### config.mk
export PLATFORM = sky130hd
export DESIGN_NAME = hazard_fwd_ctrl
export DESIGN_NICKNAME = d
export VERILOG_FILES = /design/src/rtl/hazard_fwd_ctrl.sv
export SDC_FILE = /design/constraint.sdc
export NUM_CORES = 1
export LEC_CHECK = 0
export CORE_AREA = 3 3 80 82
export CTS_BUF_LIST = sky130_fd_sc_hd__clkbuf_8
export DETAILED_ROUTE_END_ITERATION = 10
export DIE_AREA = 0 0 83 85
export GPL_TIMING_DRIVEN = 0
export SETUP_SLACK_MARGIN = 0.02
export SKIP_CTS_REPAIR_TIMING = 1
export SYNTH_ARGS = -nofsm -noshare
export SYNTH_HDL_FRONTEND = slang
export SYNTH_SLANG_ARGS = --single-unit
### constraint.sdc
create_clock -name clk -period 2.15 [get_ports clk]
set_input_delay 0.3225 -clock clk [delete_from_list [all_inputs] [get_ports clk]]
set_output_delay 0.3225 -clock clk [all_outputs]
set_load 0.005 [all_outputs]
### src/rtl/hazard_fwd_ctrl.sv
// Hazard detection and operand-forwarding control for the five-stage core.
// Define HAZARD_FWD_EN to enable forwarding; otherwise every RAW dependence stalls.
module hazard_fwd_ctrl #(
    parameter int REG_AW = 2,
    parameter int CNT_W  = 16
) (
    input  logic              clk,
    input  logic              reset_n,
    input  logic              id_valid,
    input  logic [REG_AW-1:0] id_rs,
    input  logic [REG_AW-1:0] id_rt,
    input  logic              id_use_rs,
    input  logic              id_use_rt,
    input  logic [REG_AW-1:0] id_rd,
    input  logic              id_reg_write,
    input  logic              id_mem_read,
    input  logic              ex_branch_taken,
    input  logic              mem_busy,
    output logic              pc_write,
    output logic              ifid_write,
    output logic              ifid_flush,
    output logic              idex_bubble,
    output logic              pipe_freeze,
    output logic [1:0]        fwd_a_sel,
    output logic [1:0]        fwd_b_sel,
    output logic [CNT_W-1:0]  stall_cycles
);

    // Tag layout: {valid, rd, reg_write[, mem_read]}; only EX needs mem_read.
    localparam int EX_W  = REG_AW + 3;
    localparam int OLD_W = REG_AW + 2;

    logic [EX_W-1:0]   ex_tag_r;
    logic [OLD_W-1:0]  mem_tag_r;
    logic [OLD_W-1:0]  wb_tag_r;
    logic [1:0]        fwd_a_r;
    logic [1:0]        fwd_b_r;
    logic [CNT_W-1:0]  stall_cnt_r;

    logic              a_ex_s, a_mem_s, a_wb_s;
    logic              b_ex_s, b_mem_s, b_wb_s;
    logic              hazard_s;
    logic              stall_evt_s;
    logic [1:0]        fwd_a_nxt_s;
    logic [1:0]        fwd_b_nxt_s;
    logic              pc_write_s, ifid_write_s, ifid_flush_s, idex_bubble_s, pipe_freeze_s;

    function automatic logic src_match(input logic used, input logic [REG_AW-1:0] src,
                                       input logic v, input logic [REG_AW-1:0] rd, input logic rw);
        return used & v & rw & (rd == src);
    endfunction

    // Youngest producer wins.
    function automatic logic [1:0] fwd_code(input logic m_ex, input logic m_mem, input logic m_wb);
        logic [1:0] code;
        if (m_ex) begin
            code = 2'd1;
        end else if (m_mem) begin
            code = 2'd2;
        end else if (m_wb) begin
            code = 2'd3;
        end else begin
            code = 2'd0;
        end
        return code;
    endfunction

    // Source matches against the in-flight destination tags.
    always_comb begin
        a_ex_s  = id_valid & src_match(id_use_rs, id_rs, ex_tag_r[EX_W-1], ex_tag_r[EX_W-2:2], ex_tag_r[1]);
        a_mem_s = id_valid & src_match(id_use_rs, id_rs, mem_tag_r[OLD_W-1], mem_tag_r[OLD_W-2:1], mem_tag_r[0]);
        a_wb_s  = id_valid & src_match(id_use_rs, id_rs, wb_tag_r[OLD_W-1], wb_tag_r[OLD_W-2:1], wb_tag_r[0]);
        b_ex_s  = id_valid & src_match(id_use_rt, id_rt, ex_tag_r[EX_W-1], ex_tag_r[EX_W-2:2], ex_tag_r[1]);
        b_mem_s = id_valid & src_match(id_use_rt, id_rt, mem_tag_r[OLD_W-1], mem_tag_r[OLD_W-2:1], mem_tag_r[0]);
        b_wb_s  = id_valid & src_match(id_use_rt, id_rt, wb_tag_r[OLD_W-1], wb_tag_r[OLD_W-2:1], wb_tag_r[0]);
    end

`ifdef HAZARD_FWD_EN
    assign hazard_s    = (a_ex_s | b_ex_s) & ex_tag_r[0];
    assign fwd_a_nxt_s = fwd_code(a_ex_s, a_mem_s, a_wb_s);
    assign fwd_b_nxt_s = fwd_code(b_ex_s, b_mem_s, b_wb_s);
`else
    logic unused_ex_mr_s;
    assign unused_ex_mr_s = ex_tag_r[0];
    assign hazard_s    = a_ex_s | a_mem_s | a_wb_s | b_ex_s | b_mem_s | b_wb_s;
    assign fwd_a_nxt_s = 2'd0;
    assign fwd_b_nxt_s = 2'd0;
`endif

    // Pipeline control priority: freeze, branch flush, hazard stall, normal.
    always_comb begin
        pc_write_s    = 1'b1;
        ifid_write_s  = 1'b1;
        ifid_flush_s  = 1'b0;
        idex_bubble_s = 1'b0;
        pipe_freeze_s = 1'b0;
        if (!reset_n) begin
            pc_write_s = 1'b1;
        end else if (mem_busy) begin
            pipe_freeze_s = 1'b1;
            pc_write_s    = 1'b0;
            ifid_write_s  = 1'b0;
        end else if (ex_branch_taken) begin
            ifid_flush_s  = 1'b1;
            idex_bubble_s = 1'b1;
        end else if (hazard_s) begin
            pc_write_s    = 1'b0;
            ifid_write_s  = 1'b0;
            idex_bubble_s = 1'b1;
        end else begin
            pc_write_s = 1'b1;
        end
    end

    assign stall_evt_s = mem_busy | (hazard_s & ~ex_branch_taken);

    // Tag shadow and forwarding selects advance together with ID/EX.
    always_ff @(posedge clk or negedge reset_n) begin
        if (!reset_n) begin
            ex_tag_r  <= {EX_W{1'b0}};
            mem_tag_r <= {OLD_W{1'b0}};
            wb_tag_r  <= {OLD_W{1'b0}};
            fwd_a_r   <= 2'd0;
            fwd_b_r   <= 2'd0;
        end else if (!pipe_freeze_s) begin
            wb_tag_r  <= mem_tag_r;
            mem_tag_r <= ex_tag_r[EX_W-1:1];
            if (idex_bubble_s) begin
                ex_tag_r <= {EX_W{1'b0}};
                fwd_a_r  <= 2'd0;
                fwd_b_r  <= 2'd0;
            end else begin
                ex_tag_r <= {id_valid, id_rd, id_reg_write, id_mem_read};
                fwd_a_r  <= fwd_a_nxt_s;
                fwd_b_r  <= fwd_b_nxt_s;
            end
        end
    end

    // Saturating count of stall and freeze cycles.
    always_ff @(posedge clk or negedge reset_n) begin
        if (!reset_n) begin
            stall_cnt_r <= {CNT_W{1'b0}};
        end else if (stall_evt_s && (stall_cnt_r != {CNT_W{1'b1}})) begin
            stall_cnt_r <= stall_cnt_r + {{(CNT_W-1){1'b0}}, 1'b1};
        end
    end

    assign pc_write     = pc_write_s;
    assign ifid_write   = ifid_write_s;
    assign ifid_flush   = ifid_flush_s;
    assign idex_bubble  = idex_bubble_s;
    assign pipe_freeze  = pipe_freeze_s;
    assign fwd_a_sel    = fwd_a_r;
    assign fwd_b_sel    = fwd_b_r;
    assign stall_cycles = stall_cnt_r;

endmodule

==> flow_summary_export.csv, run 1 <==
group,metric,value,unit
route,wire_per_inst,14.4,um
grt,first_global_vias,1376,
sta,period_share,1.10,
layout,finalNetCount,239,
logic_synthesis,ys_ff_latch,28,
logic_synthesis,synth_edf_count,0,
flow_run,max-cap-violations,0,
clocking,clk_latency,0.27,ns
logic_synthesis,async_flop_share,1.00,
layout,fill_cells,582,
sta,report.final.setup_viol,3,
worst_setup_path,startpoint_type,"flop",
sta,finalHoldViolations,0,
sta,setup_ws,-0.225,ns
run_status,violations,"negative setup slack",
route,first_iter_violations,54,
route,viasPerCell,4.92,
power,p_switching,464,uW
place,io_buffer_count,34,
grt,grt_usage,0.109,
grt,grt_pass1_wl,6440,um
clocking,cts_buffer_depth,2,
floorplan,fp.dieArea,0.00706,mm^2
sta,fin_skew,0.00110,ns
floorplan,core_area,0.00582,mm^2
logic_synthesis,synth.yosys.seq_area_share,0.407,
route,drc_errors,0,
worst_setup_path,cp.required,1.83,ns
place,hpwl,2900,um
place,gp_congestion,0.773,
power,power_frac_comb,0.307,
sta,rsz0062_at_grt,"true",
worst_setup_path,critPathKind,"reg -> out",
logic_synthesis,avgSynthCellArea,10.6,um^2
sta,max_freq,421,MHz
route,drt_first_pass_iters,4,
power,p_int,1160,uW
clocking,clk_pin_slew,0.09,ns
logic_synthesis,netlist_area,0.00172,mm^2
place,dp.cells,275,
floorplan,initial_core_util,0.296,
logic_synthesis,synth_cell_types,45,
power,p_sw_frac,0.286,
layout,mostFrequentLayoutCells,"23 x dfrtp_1, 23 x clkdlybuf4s50_1, 20 x buf_4, 14 x xnor2_1, 10 x nand3_2",
clocking,cts_sinks,28,
run_status,status,"finished with violations",
floorplan,die_h,85,um
worst_setup_path,cp_max_fo,5,
logic_synthesis,synth_top_flop_cell,"dfrtp_1",
min_path,hold_class,"in -> reg",
layout,instances_no_fill,297,
grt,grt_max_degree,35,
floorplan,io_pins,40,
floorplan,die_w,83,um
layout,insertedDiodeCount,0,
route,antenna_left,0,
power,power_density,645,mW/mm^2
clocking,h-tree-depth,1,
logic_synthesis,yosysWarnings,0,
logic_synthesis,syn_inst,163,
sta,setup_tns,-0.546,ns
sta,post-route-min-period,2.38,ns
clocking,cts_tree,"done",
floorplan,fp-row-count,28,
route,wl,4280,um
grt,grt-ovfl-total,0,
clocking,cts-root-buf,"clkbuf_8",
power,p_seq_frac,0.442,
route,vias,1462,
power,leakage,0.00107,uW
place,pre_cts_slack,-0.938,ns
power,power_frac_clock,0.251,
layout,drive_above_1_share,0.360,
sta,drv_slew,0,
clocking,cts_buffers,3,
worst_setup_path,cp-end-kind,"output pin",
layout,area_delta_synth_final,46.1,%
worst_setup_path,worstPathArrival,2.05,ns
grt,antenna_found_initial,0,
power,ir_worst_vdd,441,uV
[critical path, cell delays in order, from the launching register on]
cell	delay [ns]
dfrtp_1	0.38
buf_6	0.13
xor2_1	0.17
nor4_2	0.28
nor3_2	0.11
buf_4	0.15
a41oi_2	0.16
nor2_1	0.09
nor3b_2	0.18
buf_2	0.14
[synth_stat cells (all sizes together), types with 2 or more instances]
master | n | share of area
nor4 | 4 | 0.023
and2 | 2 | 0.0073
o21ai | 2 | 0.0058
a211oi | 3 | 0.016
clkbuf | 3 | 0.0065
dfrtp | 28 | 0.41
buf | 8 | 0.034
and3 | 9 | 0.033
nor3 | 6 | 0.023
nand4b | 2 | 0.010
xnor2 | 14 | 0.071
nand4 | 7 | 0.034
a41oi | 2 | 0.019
inv | 5 | 0.011
nand3 | 20 | 0.081
nand3b | 2 | 0.0087
xor2 | 5 | 0.025
nand2b | 2 | 0.0073
nand2 | 7 | 0.015
mux2 | 8 | 0.052
a31oi | 2 | 0.011
a22o | 4 | 0.020
nor2 | 6 | 0.013
[routing by layer]
layer | track usage | share of wire | vias to the layer above
met4 | 0.00892 | 0.0033 | 0
met5 | 0 | 0 | -
li1 | - | - | 704
met2 | 0.187 | 0.53 | 30
met1 | 0.140 | 0.43 | 726
met3 | 0.0330 | 0.038 | 2
[power groups by stage]
stage,Sequential [uW],Combinational (uW),Clock (uW)
detailed placement,723,428,0
global placement,725,421,0
floorplan,707,212,0
CTS,715,429,421
finish,718,498,408
global route,731,541,456
[registers in the layout (all words and copies together) (netlist names)]
| register | cells |
|---|---|
| wb_tag_r | 4 |
| ex_tag_r | 4 |
| stall_cycles | 16 |
| mem_tag_r | 4 |
[cells by family after synthesis]
| family | count (synthesis) | share of synthesized area |
|---|---|---|
| AO/OA/AOI/OAI | 19 | 0.105 |
| XOR/XNOR | 19 | 0.0966 |
| adder cells (fa/ha/maj) | 1 | 0.00726 |
| buffers and inverters | 16 | 0.0516 |
| flip-flops | 28 | 0.407 |
| multiplexers | 8 | 0.0523 |
| other | 1 | 0.00218 |
| AND/OR/NAND/NOR | 71 | 0.278 |
[layout make-up]
cell class / count / area (um^2) / share of cell area
inverter: 5 / 18.8 / 0.00746
timing repair buffer: 52 / 508 / 0.202
buffer: 11 / 88.8 / 0.0353
clock inverter: 1 / 30.0 / 0.0119
multi-input combinational: 122 / 1030 / 0.409
clock buffer: 3 / 41.3 / 0.0164
tap: 75 / 93.8 / 0.0373
sequential: 28 / 707 / 0.281
[through the flow]
stage                     cell area (um^2)  hold slack, ns  power, uW   util
final                                 2520           0.377       1620  0.433
after global routing                  2520           0.362       1730  0.433
after CTS                             2230           0.114       1570  0.384
after detailed placement              2160           0.417       1150  0.372
after global placement                2170           0.483       1150  0.373
after floorplan                       1730          0.0269        919      -
[path summary, 6_finish.rpt]
| check | start | end | slack [ns] | cells after the start |
|---|---|---|---|---|
| max in group asynchronous | reset_n | mem_tag_r[1] | 1.39 | 3 |
| min | reset_n | ex_tag_r[4] | 0.38 | 3 |
| min reg2reg | stall_cycles[12] | stall_cycles[12] | 0.49 | 1 |
| max | ex_tag_r[2] | idex_bubble | -0.23 | 9 |
| max reg2reg | ex_tag_r[3] | stall_cycles[5] | 0.12 | 10 |
| min in group asynchronous | reset_n | stall_cycles[9] | 0.59 | 3 |
Power figures use the tool's default switching activity.
==> inputs of run 2 (changes only) <==
- GPL_TIMING_DRIVEN: 0 -> 1
==> flow_summary_export.csv, run 2 (synthesis results as in run 1) <==
group,metric,value,unit
floorplan,initial_core_util,0.296,
route,viasPerCell,4.78,
grt,first_global_vias,1482,
floorplan,io_pins,40,
worst_setup_path,critPathKind,"reg -> out",
worst_setup_path,worstReg2RegStart,"wb_tag_r[1]",
layout,area_delta_synth_final,44.1,%
flow_run,max-cap-violations,0,
worst_setup_path,crit_start,"wb_tag_r[1]",
power,power,1610,uW
layout,final_common_cell,"buf_4",
sta,finalHoldViolations,0,
clocking,h-tree-depth,1,
route,first_iter_violations,33,
floorplan,fp.dieArea,0.00706,mm^2
place,gp_congestion,0.804,
worst_setup_path,crit_path_end,"idex_bubble",
layout,largest_reg_flops,16,
clocking,cts_buffers,3,
worst_setup_path,rr_endpoint,"ex_tag_r[1]",
min_path,hold_class,"reg -> reg",
route,wire_per_inst,13.2,um
floorplan,die_w,83,um
route,vias,1445,
clocking,cts_sinks,28,
worst_setup_path,worstPathArrival,2.00,ns
run_status,violations,"negative setup slack",
floorplan,fp-row-count,28,
route,routed-wl-met3,145,um
layout,fin_area,0.00248,mm^2
sta,hold-worst-slack,0.496,ns
worst_setup_path,crit_path_top_delay_cell,"dfrtp_1",
sta,post-route-min-period,2.32,ns
worst_setup_path,r2r_setup_slack,0.09,ns
power,leakage,0.00107,uW
clocking,cts_tree,"done",
worst_setup_path,cp_max_fo,3,
worst_setup_path,startpoint_type,"flop",
place,io_buffer_count,34,
grt,grt-ovfl-total,0,
route,met1_length,1830,um
sta,rsz0062_at_grt,"true",
layout,multiInputGateArea,997,um^2
place,pre_cts_slack,-0.745,ns
sta,report.final.setup_viol,1,
route,antenna_left,0,
grt,antenna_found_initial,0,
sta,max_freq,431,MHz
worst_setup_path,cp.required,1.83,ns
route,wl,3970,um
sta,fin_skew,0.00201,ns
min_path,worstHoldStart,"stall_cycles[12]",
grt,grt_pass1_wl,6950,um
grt,grt_usage,0.117,
floorplan,die_h,85,um
route,dr_wl_met2,1980,um
layout,insertedDiodeCount,0,
worst_setup_path,reg2regPathDepth,9,
sta,period_share,1.08,
route,top_layer_used,"met4",
clocking,cts_buffer_depth,2,
place,hpwl,3070,um
layout,finalNetCount,244,
worst_setup_path,worst_path_most_repeated_cell,"buf_4",
layout,fill_cells,599,
worst_setup_path,cp-end-kind,"output pin",
clocking,clk_pin_slew,0.09,ns
grt,grt_max_degree,18,
clocking,cts-root-buf,"clkbuf_8",
place,placed_cell_area,0.00232,mm^2
route,drc_errors,0,
sta,setup_tns,-0.172,ns
run_status,status,"finished with violations",
sta,setup_ws,-0.172,ns
layout,mostFrequentLayoutCells,"33 x buf_4, 27 x dfrtp_1, 25 x clkdlybuf4s50_1, 14 x xnor2_1, 10 x nand3_1",
sta,drv_slew,0,
floorplan,core_area,0.00582,mm^2
layout,regArea,702,um^2
worst_setup_path,worstPathCellList,"xor2_1 -> nor4_2 -> buf_4 -> nor4_4 -> buf_4 -> a41oi_2 -> nor2_1 -> nor3b_2 -> clkbuf_2",
route,drt_first_pass_iters,4,
layout,drive_above_1_share,0.335,
worst_setup_path,cp_slowest_stage_delay,0.42,ns
clocking,clk_latency,0.27,ns
power,power_density,648,mW/mm^2
power,ir_worst_vdd,552,uV
-- run 2: cell count changes in the layout (fill, tap and decap cells not counted), moves of 3 or more --
cell,delta
buf_4,+13
dfrtp_1,+4
dfrtp_2,-4
buf_6,-3
-- run 2: critical path: cells and delay by family (launching register included) --
family	cells	cell delay [ns]
buffers and inverters	3	0.42
XOR/XNOR	1	0.20
AO/OA/AOI/OAI	1	0.12
AND/OR/NAND/NOR	4	0.55
flip-flops	1	0.42
-- run 2: final cells by class --
class,instances,share of cell area
multi-input cells,122,0.402
flip-flops and latches,28,0.283
repair buffers,68,0.241
well taps,75,0.0378
clock buffers,3,0.0166
clock inverters,1,0.0121
inverters,5,0.00756
-- run 2: per-stage QoR --
stage / cells / util
2_1_floorplan: 166 / -
3_3_place_gp: 294 / 0.400
3_5_place_dp: 294 / 0.400
4_1_cts: 298 / 0.412
5_1_grt: 302 / 0.427
6_report: 302 / 0.427
-- run 2: layer usage --
layer	up-vias	global-route usage
li1	718	-
met1	689	0.153
met2	34	0.203
met3	4	0.0233
met4	0	0.0223
met5	-	0
-- run 2: how the worst min path moves through the flow --
stage                                   to  slack [ns]  cells past startpoint
after global routing      stall_cycles[12]        0.54                      1
after detailed placement   stall_cycles[9]        0.49                      1
final                     stall_cycles[12]        0.50                      1
after global placement    stall_cycles[12]        0.48                      1
after CTS                 stall_cycles[11]        0.50                      2
after floorplan                ex_tag_r[1]        0.03                      0
-- run 2: report_power, final --
group          switching [uW]  internal [uW]
sequential                102            612
combinational             190            291
clock                     164            249
total                     455           1150
